[config.mk]
export PLATFORM = sky130hd
export DESIGN_NAME = regfile_wb_arbiter_flat
export DESIGN_NICKNAME = d
export VERILOG_FILES = /design/src/rtl/regfile_wb_if.sv /design/src/rtl/regfile_wb_arbiter.sv /design/src/flat_wrapper.sv
export SDC_FILE = /design/constraint.sdc
export NUM_CORES = 1
export LEC_CHECK = 0
export ABC_CLOCK_PERIOD_IN_PS = 2400
export CAP_MARGIN = 25
export CORE_MARGIN = 3
export CORE_UTILIZATION = 44
export DETAILED_ROUTE_END_ITERATION = 6
export PLACE_DENSITY = 0.86
export SYNTH_ARGS = -nofsm -noshare
export SYNTH_HDL_FRONTEND = slang
export SYNTH_SLANG_ARGS = --single-unit
[constraint.sdc]
create_clock -name clk -period 2.4 [get_ports clk]
set_input_delay 0.36 -clock clk [delete_from_list [all_inputs] [get_ports clk]]
set_output_delay 0.36 -clock clk [all_outputs]
set_load 0.05 [all_outputs]
[src/rtl/regfile_wb_if.sv]
// Bundles the write-back requester handshakes and the register file write port.
// slave  : the arbiter side (takes requests, drives readies and WE3/A3/WD3).
// master : the requester/register-file side (a testbench or the pipeline).
// Signals:
//   req0_valid/addr/data, req0_ready : requester 0 (ALU) handshake
//   req1_valid/addr/data, req1_ready : requester 1 (LSU) handshake
//   we_o, waddr_o, wdata_o           : registered register file write port
interface regfile_wb_if #(
    parameter int ADDR_W = 5,
    parameter int DATA_W = 32
);
    logic              req0_valid;
    logic [ADDR_W-1:0] req0_addr;
    logic [DATA_W-1:0] req0_data;
    logic              req0_ready;
    logic              req1_valid;
    logic [ADDR_W-1:0] req1_addr;
    logic [DATA_W-1:0] req1_data;
    logic              req1_ready;
    logic              we_o;
    logic [ADDR_W-1:0] waddr_o;
    logic [DATA_W-1:0] wdata_o;

    modport slave (
        input  req0_valid, req0_addr, req0_data,
        input  req1_valid, req1_addr, req1_data,
        output req0_ready, req1_ready,
        output we_o, waddr_o, wdata_o
    );

    modport master (
        output req0_valid, req0_addr, req0_data,
        output req1_valid, req1_addr, req1_data,
        input  req0_ready, req1_ready,
        input  we_o, waddr_o, wdata_o
    );
endinterface

[src/rtl/regfile_wb_arbiter.sv]
// Owns the single write port of the register file. After reset it clears
// x1..x(2**ADDR_W-1) to zero, then shares the port between two write-back
// requesters with a round-robin valid/ready arbiter. Port outputs are registered.
// Ports:
//   clk       : clock, all state changes on the rising edge
//   rst       : synchronous active-high reset
//   wb_stall  : pipeline freeze, suppresses all grants while high
//   bus       : regfile_wb_if slave modport (requesters + write port)
//   init_done : clear pass finished, arbiter accepting requests
module regfile_wb_arbiter #(
    parameter int DATA_W   = 32,
    parameter int ADDR_W   = 5,
    parameter bit CLEAR_EN = 1'b1
) (
    input  logic          clk,
    input  logic          rst,
    input  logic          wb_stall,
    regfile_wb_if.slave   bus,
    output logic          init_done
);

    localparam logic [0:0] ST_CLEAR = 1'b0;
    localparam logic [0:0] ST_RUN   = 1'b1;
    localparam logic [ADDR_W-1:0] LAST_ADDR = {ADDR_W{1'b1}};

    logic [0:0]        state_q, state_d;
    logic [ADDR_W-1:0] clearCnt_q, clearCnt_d;
    logic              favourReq1_q, favourReq1_d;
    logic              initDone_q, initDone_d;
    logic              we_q, we_d;
    logic [ADDR_W-1:0] waddr_q, waddr_d;
    logic [DATA_W-1:0] wdata_q, wdata_d;
    logic              grant0, grant1, canGrant;

    // Grants only in RUN, outside reset and stall. When both requesters are
    // valid the pointer picks the one that did not win last time.
    always_comb begin
        canGrant = (state_q == ST_RUN) && !rst && !wb_stall;
        grant0   = canGrant && bus.req0_valid && (!bus.req1_valid || !favourReq1_q);
        grant1   = canGrant && bus.req1_valid && (!bus.req0_valid ||  favourReq1_q);
    end

    assign bus.req0_ready = grant0;
    assign bus.req1_ready = grant1;

    // Next-state: the clear pass walks the counter up to the last register,
    // then the granted request is loaded into the output register. A grant to
    // x0 completes the handshake but leaves the port idle.
    always_comb begin
        state_d      = state_q;
        clearCnt_d   = clearCnt_q;
        favourReq1_d = favourReq1_q;
        initDone_d   = initDone_q;
        we_d         = 1'b0;
        waddr_d      = waddr_q;
        wdata_d      = wdata_q;
        if (state_q == ST_CLEAR) begin
            we_d       = 1'b1;
            waddr_d    = clearCnt_q;
            wdata_d    = '0;
            clearCnt_d = clearCnt_q + 1'b1;
            if (clearCnt_q == LAST_ADDR) begin
                state_d    = ST_RUN;
                initDone_d = 1'b1;
            end
        end else begin
            initDone_d = 1'b1;
            if (grant0) begin
                favourReq1_d = 1'b1;
                if (bus.req0_addr != '0) begin
                    we_d    = 1'b1;
                    waddr_d = bus.req0_addr;
                    wdata_d = bus.req0_data;
                end
            end else if (grant1) begin
                favourReq1_d = 1'b0;
                if (bus.req1_addr != '0) begin
                    we_d    = 1'b1;
                    waddr_d = bus.req1_addr;
                    wdata_d = bus.req1_data;
                end
            end
        end
    end

    // State and output registers; reset restarts the clear pass from x1.
    always_ff @(posedge clk) begin
        if (rst) begin
            state_q      <= CLEAR_EN ? ST_CLEAR : ST_RUN;
            clearCnt_q   <= {{(ADDR_W-1){1'b0}}, 1'b1};
            favourReq1_q <= 1'b0;
            initDone_q   <= 1'b0;
            we_q         <= 1'b0;
            waddr_q      <= '0;
            wdata_q      <= '0;
        end else begin
            state_q      <= state_d;
            clearCnt_q   <= clearCnt_d;
            favourReq1_q <= favourReq1_d;
            initDone_q   <= initDone_d;
            we_q         <= we_d;
            waddr_q      <= waddr_d;
            wdata_q      <= wdata_d;
        end
    end

    assign bus.we_o    = we_q;
    assign bus.waddr_o = waddr_q;
    assign bus.wdata_o = wdata_q;
    assign init_done   = initDone_q;

endmodule

[src/flat_wrapper.sv]
// flat-port wrapper written by rule: the top's interface ports become plain ports
module regfile_wb_arbiter_flat 
#(
    parameter int DATA_W   = 32,
    parameter int ADDR_W   = 5,
    parameter bit CLEAR_EN = 1'b1
)
  (clk, rst, wb_stall, init_done, bus_req0_valid, bus_req0_addr, bus_req0_data, bus_req1_valid, bus_req1_addr, bus_req1_data, bus_req0_ready, bus_req1_ready, bus_we_o, bus_waddr_o, bus_wdata_o);
  regfile_wb_if #(.ADDR_W(ADDR_W), .DATA_W(DATA_W)) bus_i ();
  input  logic clk;
  input  logic rst;
  input  logic wb_stall;
  output logic init_done;
  input wire logic [$bits(bus_i.req0_valid)-1:0] bus_req0_valid;
  input wire logic [$bits(bus_i.req0_addr)-1:0] bus_req0_addr;
  input wire logic [$bits(bus_i.req0_data)-1:0] bus_req0_data;
  input wire logic [$bits(bus_i.req1_valid)-1:0] bus_req1_valid;
  input wire logic [$bits(bus_i.req1_addr)-1:0] bus_req1_addr;
  input wire logic [$bits(bus_i.req1_data)-1:0] bus_req1_data;
  output wire logic [$bits(bus_i.req0_ready)-1:0] bus_req0_ready;
  output wire logic [$bits(bus_i.req1_ready)-1:0] bus_req1_ready;
  output wire logic [$bits(bus_i.we_o)-1:0] bus_we_o;
  output wire logic [$bits(bus_i.waddr_o)-1:0] bus_waddr_o;
  output wire logic [$bits(bus_i.wdata_o)-1:0] bus_wdata_o;
  assign bus_i.req0_valid = bus_req0_valid;
  assign bus_i.req0_addr = bus_req0_addr;
  assign bus_i.req0_data = bus_req0_data;
  assign bus_i.req1_valid = bus_req1_valid;
  assign bus_i.req1_addr = bus_req1_addr;
  assign bus_i.req1_data = bus_req1_data;
  assign bus_req0_ready = bus_i.req0_ready;
  assign bus_req1_ready = bus_i.req1_ready;
  assign bus_we_o = bus_i.we_o;
  assign bus_waddr_o = bus_i.waddr_o;
  assign bus_wdata_o = bus_i.wdata_o;
  regfile_wb_arbiter #(.DATA_W(DATA_W), .ADDR_W(ADDR_W), .CLEAR_EN(CLEAR_EN)) u_core (.clk(clk), .rst(rst), .wb_stall(wb_stall), .bus(bus_i), .init_done(init_done));
endmodule
==> results.ini, run 1 <==
[run_status]
outcome = finished clean

[global_route]
gr-total-overflow = 0
grt_pass1_vias = 2465
antenna_found_initial = 0
grt_max_degree = 37
grt_pass1_wl_um = 11600
grt_use_total = 0.223

[layout]
drive_gt1_frac = 0.124
fillCellCount = 411
mostFrequentLayoutCells = clkdlybuf4s50_1, nand2_1, dfxtp_1
syn_to_final_growth_pct = 54.6
final_common_cell = clkdlybuf4s50_1
final_area_um2 = 3830
antenna_cells = 0
layout.nets = 468

[placement]
place_congestion = 0.813
place_ws_ns = 0.197
dp_hpwl_um = 5230
io_buffer_count = 119
dpl_cell_area_um2 = 3760

[worst_setup_path]
critPathMaxFanout = 19
crit_path_end_kind = primary output
r2r_slack_ns = 0.70
startpoint_type = input port
crit_type = input port to primary output
crit_arrival_ns = 1.82
cp.required_ns = 2.04

[detailed_routing]
final_antenna_net_count = 0
avgRoutedWirePerCell_um = 15.9
detail_route.iter0.violations = 161
dr.pass1.iters = 4
vias = 2610
viasPerCell = 5.71
drcViolationCount = 0
wl_um = 7260

[floorplan]
pin_count = 120
rows = 26
fp.dieH_um = 81.1
dieWidth_um = 81.1
initial_core_util = 0.471
coreArea_um2 = 5270
dieArea_um2 = 6570

[timing]
worstMarginPinSlew_ns = 0.523
rsz0062_at_grt = false
setup_slack_ns = 0.218
slew_headroom = 0.650
setup_viol = 0
hold_violations = 0
fmax_ghz = 0.458
slew_violations = 0
hold_slack_ns = 0.449
fin_tns_setup_ns = 0
skew_ns = 0.00381
fin_crit_sh = 0.909
post-route-min-period_ns = 2.18

[synthesis]
synthTopCellsByArea = dfxtp_1, nand2_1, a221oi_1
ys_seq_area_frac = 0.371
ys_warn_count = 0
synth_edf_count = 0
synth_seq_cells = 46
synth_flop_cell = dfxtp_1
synth_nets = 357
postSynthAreaPerCell_um2 = 8.99
synth_top_area_share = 0.371
synth.distinct_cells = 34
synthCells = 276
netlist_area_um2 = 2480
synth_area_leader_cell = dfxtp_1
synthArstFlopShare = 0

[clock_network]
clk_latency_ns = 0.29
post-cts-setup-buffer-count = 0
hold_buffers = 0
cts_buffer_depth = 2
path_clk_slew_ns = 0.08
cts_root_buf = clkbuf_8
numCtsBuffers = 5
cts_tree = built
cts_resized = 0
cts_sinks = 46
htreeDepth = 2

[worst_hold_path]
min_path_type = register to register

[power]
ir_drop_mv = 0.270
p_per_area_nw_per_um2 = 379
leakagePower_nw = 1.29

[run]
max_cap_violations = 0

-- flip-flops by register name, summed over array words and instances, names as in the netlist --
name / count
u_core.favourReq1_q: 1
u_core.clearCnt_q: 5
u_core.state_q: 1
u_core.init_done: 1
u_core.bus.waddr_o: 5
u_core.bus.wdata_o: 32
u_core.bus.we_o: 1
-- path summary, 6_finish.rpt --
kind                    startpoint                     to  cells past startpoint
setup / recovery               rst         bus_req1_ready                      6
hold reg to reg   u_core.init_done       u_core.init_done                      2
hold / removal    u_core.init_done       u_core.init_done                      2
setup reg to reg    u_core.state_q  u_core.bus.wdata_o[0]                      6
-- area by class of cell --
class	instances	area, um2	share of cell area
clock buffer	7	76.3	0.0199
inverter	3	12.5	0.00326
multi-input combinational	195	1370	0.358
sequential	46	921	0.240
tap	70	87.6	0.0228
timing repair buffer	136	1360	0.356
-- per-stage QoR --
| step | utilization | total power [mW] | std cells |
|---|---|---|---|
| 2_1_floorplan | - | 0.867 | 276 |
| 3_3_place_gp | 0.713 | 1.02 | 450 |
| 3_5_place_dp | 0.713 | 1.02 | 450 |
| 4_1_cts | 0.727 | 1.46 | 457 |
| 5_1_grt | 0.727 | 1.51 | 457 |
| 6_report | 0.727 | 1.45 | 457 |
-- worst max-delay path, stage by stage --
cell and delay (ns):
clkdlybuf4s50_1 0.46, nor3b_4 0.26, nand3_2 0.19, clkinv_2 0.08, buf_4 0.28, buf_12 0.18
-- report_power, final --
part,leakage (nW),switching (mW),internal [mW]
sequential,0.372,0.0107,0.775
combinational,0.883,0.0779,0.143
clock,0.0383,0.244,0.201
total,1.29,0.333,1.12
-- layer usage --
layer,part of all wire,global-route usage,vias to the layer above,wire length [um]
met2,0.47,0.365,137,3410
met4,0.016,0.0743,0,119
met1,0.41,0.288,1200,2970
met5,0,0,-,0
li1,-,-,1262,-
met3,0.10,0.0510,11,752
-- synthesized netlist by cell type, types with 2 or more instances --
master	instances
buf_6	3
nand2_1	72
dfxtp_1	46
o221ai_1	10
buf_2	7
ha_1	2
nand2b_1	9
a221oi_2	8
nand3_2	2
mux2i_1	7
a311oi_1	23
clkbuf_1	15
a21oi_1	2
nor3_1	2
and2_1	2
a221oi_1	24
a311oi_2	9
nor2_1	13
buf_4	5
-- cell families after synthesis --
group,count (synthesis),synth area share
and+or+nand+nor,104,0.185
AOI/OAI and AO/OA,80,0.323
DFF,46,0.371
buffers and inverters,35,0.0752
muxes,7,0.0283
xor gates and xnor gates,2,0.00706
adders and majority gates,2,0.0101
Note: power is estimated with default switching activity, not from simulation.
==> inputs of run 2 (changes only) <==
- ABC_AREA: not set -> 0
- MAX_ROUTING_LAYER: not set -> met4
- SLEW_MARGIN: not set -> 5
==> run 2 against run 1 <==
  * Sequential power hardly changed
  * Clock power hardly changed
  * Core utilization stayed put
  * Sequential cell count stayed put
  * Sequential share of layout area stayed put
  * Total power hardly changed
  * Critical path depth stayed put
  * Maximum frequency hardly changed
  * Critical endpoint unchanged
  * Highest routed layer unchanged
==> results.ini, run 2 (synthesis results as in run 1) <==
[timing]
setup_viol = 0  ; unchanged
hold_slack_ns = 0.450  ; +0.00126 ns
fin_tns_setup_ns = 0  ; unchanged
slew_headroom = 0.652  ; +0.00126
fmax_ghz = 0.458  ; about the same
fin_crit_sh = 0.910  ; about the same
hold_violations = 0  ; unchanged
post-route-min-period_ns = 2.18  ; +0.00182 ns
skew_ns = 0.00242  ; -0.00139 ns
slew_violations = 0  ; unchanged
rsz0062_at_grt = false
worstMarginPinSlew_ns = 0.521  ; -0.00188 ns

[floorplan]
dieWidth_um = 81.1  ; unchanged
coreArea_um2 = 5270  ; unchanged
rows = 26  ; unchanged
fp.dieH_um = 81.1  ; unchanged
initial_core_util = 0.471  ; unchanged
pin_count = 120  ; unchanged
dieArea_um2 = 6570  ; unchanged

[worst_hold_path]
min_path_type = register to register
hold_path.startpoint = u_core.init_done
min_path_cells = 2  ; unchanged
min_delay_worst_endpoint = u_core.init_done

[power]
ir_drop_mv = 0.268  ; -0.81%
total_power_mw = 1.45  ; about the same
p_per_area_nw_per_um2 = 378  ; about the same
leakagePower_nw = 1.29  ; unchanged

[worst_setup_path]
cp.required_ns = 2.04  ; about the same
critPathMaxFanout = 19  ; unchanged
r2r_cells = 6  ; unchanged
reg2reg_from = u_core.state_q
path_cells = clkdlybuf4s50_1, nor3b_4, nand3_2, clkinv_2, buf_4, buf_12
r2r_end = u_core.bus.wdata_o[30]
startpoint_type = input port
crit_family = buffers and inverters
crit_path_end_kind = primary output
crit_type = input port to primary output
critPathBufInv = 4  ; unchanged
r2r_slack_ns = 0.70  ; about the same
crit_arrival_ns = 1.82  ; about the same
max_stage_delay_ns = 0.46  ; about the same
cp_slowest_cell = clkdlybuf4s50_1

[clock_network]
htreeDepth = 2  ; unchanged
clk_latency_ns = 0.29  ; about the same
numCtsBuffers = 5  ; unchanged
path_clk_slew_ns = 0.08  ; about the same
cts_root_buf = clkbuf_8
cts_tree = built
hold_buffers = 0  ; unchanged
cts_sinks = 46  ; unchanged
cts_resized = 0  ; unchanged
cts_buffer_depth = 2  ; unchanged
post-cts-setup-buffer-count = 0  ; unchanged

[placement]
dp_hpwl_um = 5230  ; unchanged
place_congestion = 0.825  ; +1.5%
io_buffer_count = 119  ; unchanged

[layout]
largest_register_ff_count = 32  ; unchanged
fillCellCount = 411  ; unchanged
syn_to_final_growth_pct = 54.6  ; unchanged
layout.nets = 468  ; unchanged
antenna_cells = 0  ; unchanged
drive_gt1_frac = 0.124  ; unchanged
regArea_um2 = 921  ; unchanged
mostFrequentLayoutCells = clkdlybuf4s50_1, nand2_1, dfxtp_1
multi_input_area_um2 = 1370  ; unchanged
final_common_cell = clkdlybuf4s50_1

[run_status]
outcome = finished clean

[detailed_routing]
drcViolationCount = 0  ; unchanged
detail_route.iter0.violations = 152  ; -5.6%
avgRoutedWirePerCell_um = 15.9  ; about the same
viasPerCell = 5.74  ; +0.54%
dr.pass1.iters = 4  ; unchanged
vias = 2624  ; +0.54%
final_antenna_net_count = 0  ; unchanged
wl_um = 7260  ; about the same

[global_route]
grt_use_total = 0.229  ; +0.00663
grt_max_degree = 37  ; unchanged
grt_pass1_wl_um = 11600  ; about the same
antenna_found_initial = 0  ; unchanged
gr-total-overflow = 0  ; unchanged
grt_pass1_vias = 2468  ; +0.12%

[run]
max_cap_violations = 0  ; unchanged

run 2: cell counts in the layout (fill, tap and decap cells not counted):
Identical to the previous run, type by type.
run 2: cell type report:
type / count / share of cell area
Clock buffer: 7 / 0.0199
Inverter: 3 / 0.00326
Multi-Input combinational cell: 195 / 0.358
Sequential cell: 46 / 0.240
Tap cell: 70 / 0.0228
Timing Repair Buffer: 136 / 0.356
run 2: worst max path at each step:
stage | startpoint | to | slack, ns | cells past startpoint
2_1_floorplan | u_core.state_q | u_core.bus.wdata_o[10] | 0.78 | 7
3_5_place_dp | rst | u_core.bus.wdata_o[30] | 0.20 | 7
3_3_place_gp | rst | bus_req1_ready | 0.24 | 6
6_report | rst | bus_req1_ready | 0.22 | 6
4_1_cts | rst | bus_req1_ready | 0.21 | 6
5_1_grt | rst | bus_req1_ready | 0.15 | 6
run 2: power breakdown:
| group | switching, mW | total, mW | internal (mW) | leakage [nW] |
|---|---|---|---|---|
| Clock | 0.244 | 0.445 | 0.201 | 0.0383 |
| Combinational | 0.0779 | 0.221 | 0.143 | 0.883 |
| Sequential | 0.0106 | 0.785 | 0.775 | 0.372 |
| Total | 0.332 | 1.45 | 1.12 | 1.29 |
run 2: through the flow:
step	util	setup WS (ns)	area [um2]	std cells
after floorplan	-	0.779	2480	276
after detailed placement	0.713	0.197	3760	450
after global routing	0.727	0.146	3830	457
after CTS	0.727	0.206	3830	457
after global placement	0.713	0.237	3760	450
final	0.727	0.216	3830	457
run 2: metal layers:
layer | global-route usage | part of all wire
met4 | 0.0743 | 0.017
met5 | - | 0
met1 | 0.291 | 0.42
met3 | 0.0477 | 0.085
met2 | 0.365 | 0.48
run 2: tightest hold or removal path: stages (launching register included):
cell and delay, ns:
dfxtp_1 0.31, inv_1 0.05, a21oi_1 0.05
==> inputs of run 3 (changes only) <==
- CORE_ASPECT_RATIO: not set -> 0.9
- SETUP_SLACK_MARGIN: not set -> 0.05
==> run 3 against run 2 <==
  * Cell area grew 0.75%
  * Non-clock buffer count is the same
  * Via count rose by 2.5%
  * Register-to-register slack worse by 0.05 ns
  * Highest routed layer unchanged
==> results.ini, run 3 (synthesis results as in run 1) <==
[clock_network]
cts_buffer_depth = 2  ; unchanged
numCtsBuffers = 5  ; unchanged
post-cts-setup-buffer-count = 0  ; unchanged
htreeDepth = 2  ; unchanged
hold_buffers = 0  ; unchanged
cts_tree = built
clk_latency_ns = 0.30  ; about the same
cts_sinks = 46  ; unchanged
cts_resized = 0  ; unchanged
path_clk_slew_ns = 0.09  ; about the same
cts_root_buf = clkbuf_8

[placement]
io_buffer_count = 119  ; unchanged
dpl_cell_area_um2 = 3790  ; +0.77%
place_ws_ns = 0.107  ; -0.0901 ns
place_congestion = 0.960  ; +16%
dp_hpwl_um = 5640  ; +7.7%

[worst_setup_path]
crit_type = input port to primary output
r2r_slack_ns = 0.65  ; -0.05 ns
startpoint_type = input port
crit_arrival_ns = 1.86  ; +0.04 ns
crit_path_end_kind = primary output
reg2reg_from = u_core.state_q
critPathMaxFanout = 13  ; -6
r2r_cells = 6  ; unchanged
r2r_end = u_core.bus.waddr_o[2]
cp.required_ns = 2.04  ; about the same

[detailed_routing]
final_antenna_net_count = 0  ; unchanged
wl_um = 7760  ; +7.0%
viasPerCell = 5.93  ; +3.2%
drcViolationCount = 0  ; unchanged
vias = 2690  ; +2.5%
dr.pass1.iters = 4  ; unchanged
avgRoutedWirePerCell_um = 17.1  ; +7.7%
detail_route.iter0.violations = 132  ; -13%

[power]
p_comb_frac = 0.152  ; about the same
p_int_mw = 1.12  ; about the same
clkPwrFrac = 0.309  ; +0.002
power_switching_mw = 0.341  ; +2.6%
ir_drop_mv = 0.231  ; -14%
p_per_area_nw_per_um2 = 378  ; -0.15%
leakagePower_nw = 1.30  ; +0.51%
seq_power_share = 0.539  ; -0.002
p_sw_frac = 0.234  ; +0.00463

[global_route]
grt_max_degree = 34  ; -8.1%
grt_pass1_vias = 2729  ; +11%
antenna_found_initial = 0  ; unchanged
grt_use_total = 0.244  ; +0.0147
gr-total-overflow = 0  ; unchanged
grt_pass1_wl_um = 12900  ; +11%

[timing]
fmax_ghz = 0.450  ; -1.8%
setup_slack_ns = 0.177  ; -0.0390 ns
fin_tns_setup_ns = 0  ; unchanged
skew_ns = 0.00711  ; +0.00469 ns
worstMarginPinSlew_ns = 0.523  ; +0.00202 ns
setup_viol = 0  ; unchanged
post-route-min-period_ns = 2.22  ; +0.0390 ns
hold_violations = 0  ; unchanged
slew_violations = 0  ; unchanged
fin_crit_sh = 0.926  ; +0.0163
rsz0062_at_grt = false
slew_headroom = 0.650  ; -0.00135

[layout]
drive_gt1_frac = 0.124  ; unchanged
final_util = 0.722  ; -0.00534
final_common_cell = clkdlybuf4s50_1
antenna_cells = 0  ; unchanged
final_area_um2 = 3860  ; +0.75%
largest_register_ff_count = 32  ; unchanged
layout.nets = 468  ; unchanged
mostFrequentLayoutCells = clkdlybuf4s50_1, nand2_1, dfxtp_1
syn_to_final_growth_pct = 55.8

[worst_hold_path]
min_delay_worst_endpoint = u_core.init_done
min_path_type = register to register
min_path_cells = 2  ; unchanged
hold_path.startpoint = u_core.init_done

[run]
max_cap_violations = 0  ; unchanged

[floorplan]
fp.dieH_um = 77.2  ; -4.8%
initial_core_util = 0.464  ; -0.00693
dieArea_um2 = 6570  ; about the same
dieWidth_um = 85.1  ; +5.0%
coreArea_um2 = 5350  ; +1.5%
pin_count = 120  ; unchanged
rows = 25  ; -3.8%

[run_status]
outcome = finished clean

[run 3: cell counts in the layout (fill, tap and decap cells not counted)]
Identical to the previous run, type by type.
[run 3: worst max-delay path by stage]
stage | start | end | slack, ns | depth (start not counted)
after floorplan | u_core.state_q | u_core.bus.wdata_o[10] | 0.78 | 7
after global placement | rst | bus_req0_ready | 0.22 | 6
after detailed placement | rst | u_core.bus.waddr_o[2] | 0.11 | 7
after CTS | rst | bus_req0_ready | 0.18 | 6
after global routing | rst | bus_req0_ready | 0.1 | 6
final | rst | bus_req0_ready | 0.18 | 6
[run 3: area by class of cell]
cell class	count	area (um2)
clock buffer	7	76.3
fill	423	1490
inverter	3	12.5
multi-input combinational	195	1380
sequential	46	921
tap	67	83.8
timing repair buffer	136	1390
[run 3: metrics by stage]
stage	cells	hold slack [ns]	power, mW
finish	454	0.449	1.46
global route	454	0.480	1.52
CTS	454	0.456	1.47
detailed placement	447	0.444	1.02
global placement	447	0.436	1.02
floorplan	276	0.451	0.867
[run 3: critical path, stage by stage]
cell and delay, ns:
clkdlybuf4s50_1 0.48, nor3b_4 0.26, nand3_2 0.17, inv_2 0.26, buf_12 0.19, buf_12 0.14
[run 3: power groups by stage]
stage,clock network (mW),registers [mW],logic (mW)
6_report,0.451,0.786,0.222
5_1_grt,0.496,0.788,0.238
4_1_cts,0.462,0.786,0.223
3_5_place_dp,0,0.804,0.221
3_3_place_gp,0,0.803,0.219
2_1_floorplan,0,0.819,0.0480
[run 3: metal layers]
metal | share of wire | track usage
met1 | 0.41 | 0.300
met2 | 0.49 | 0.398
met3 | 0.090 | 0.0559
met4 | 0.015 | 0.0712
met5 | 0 | -
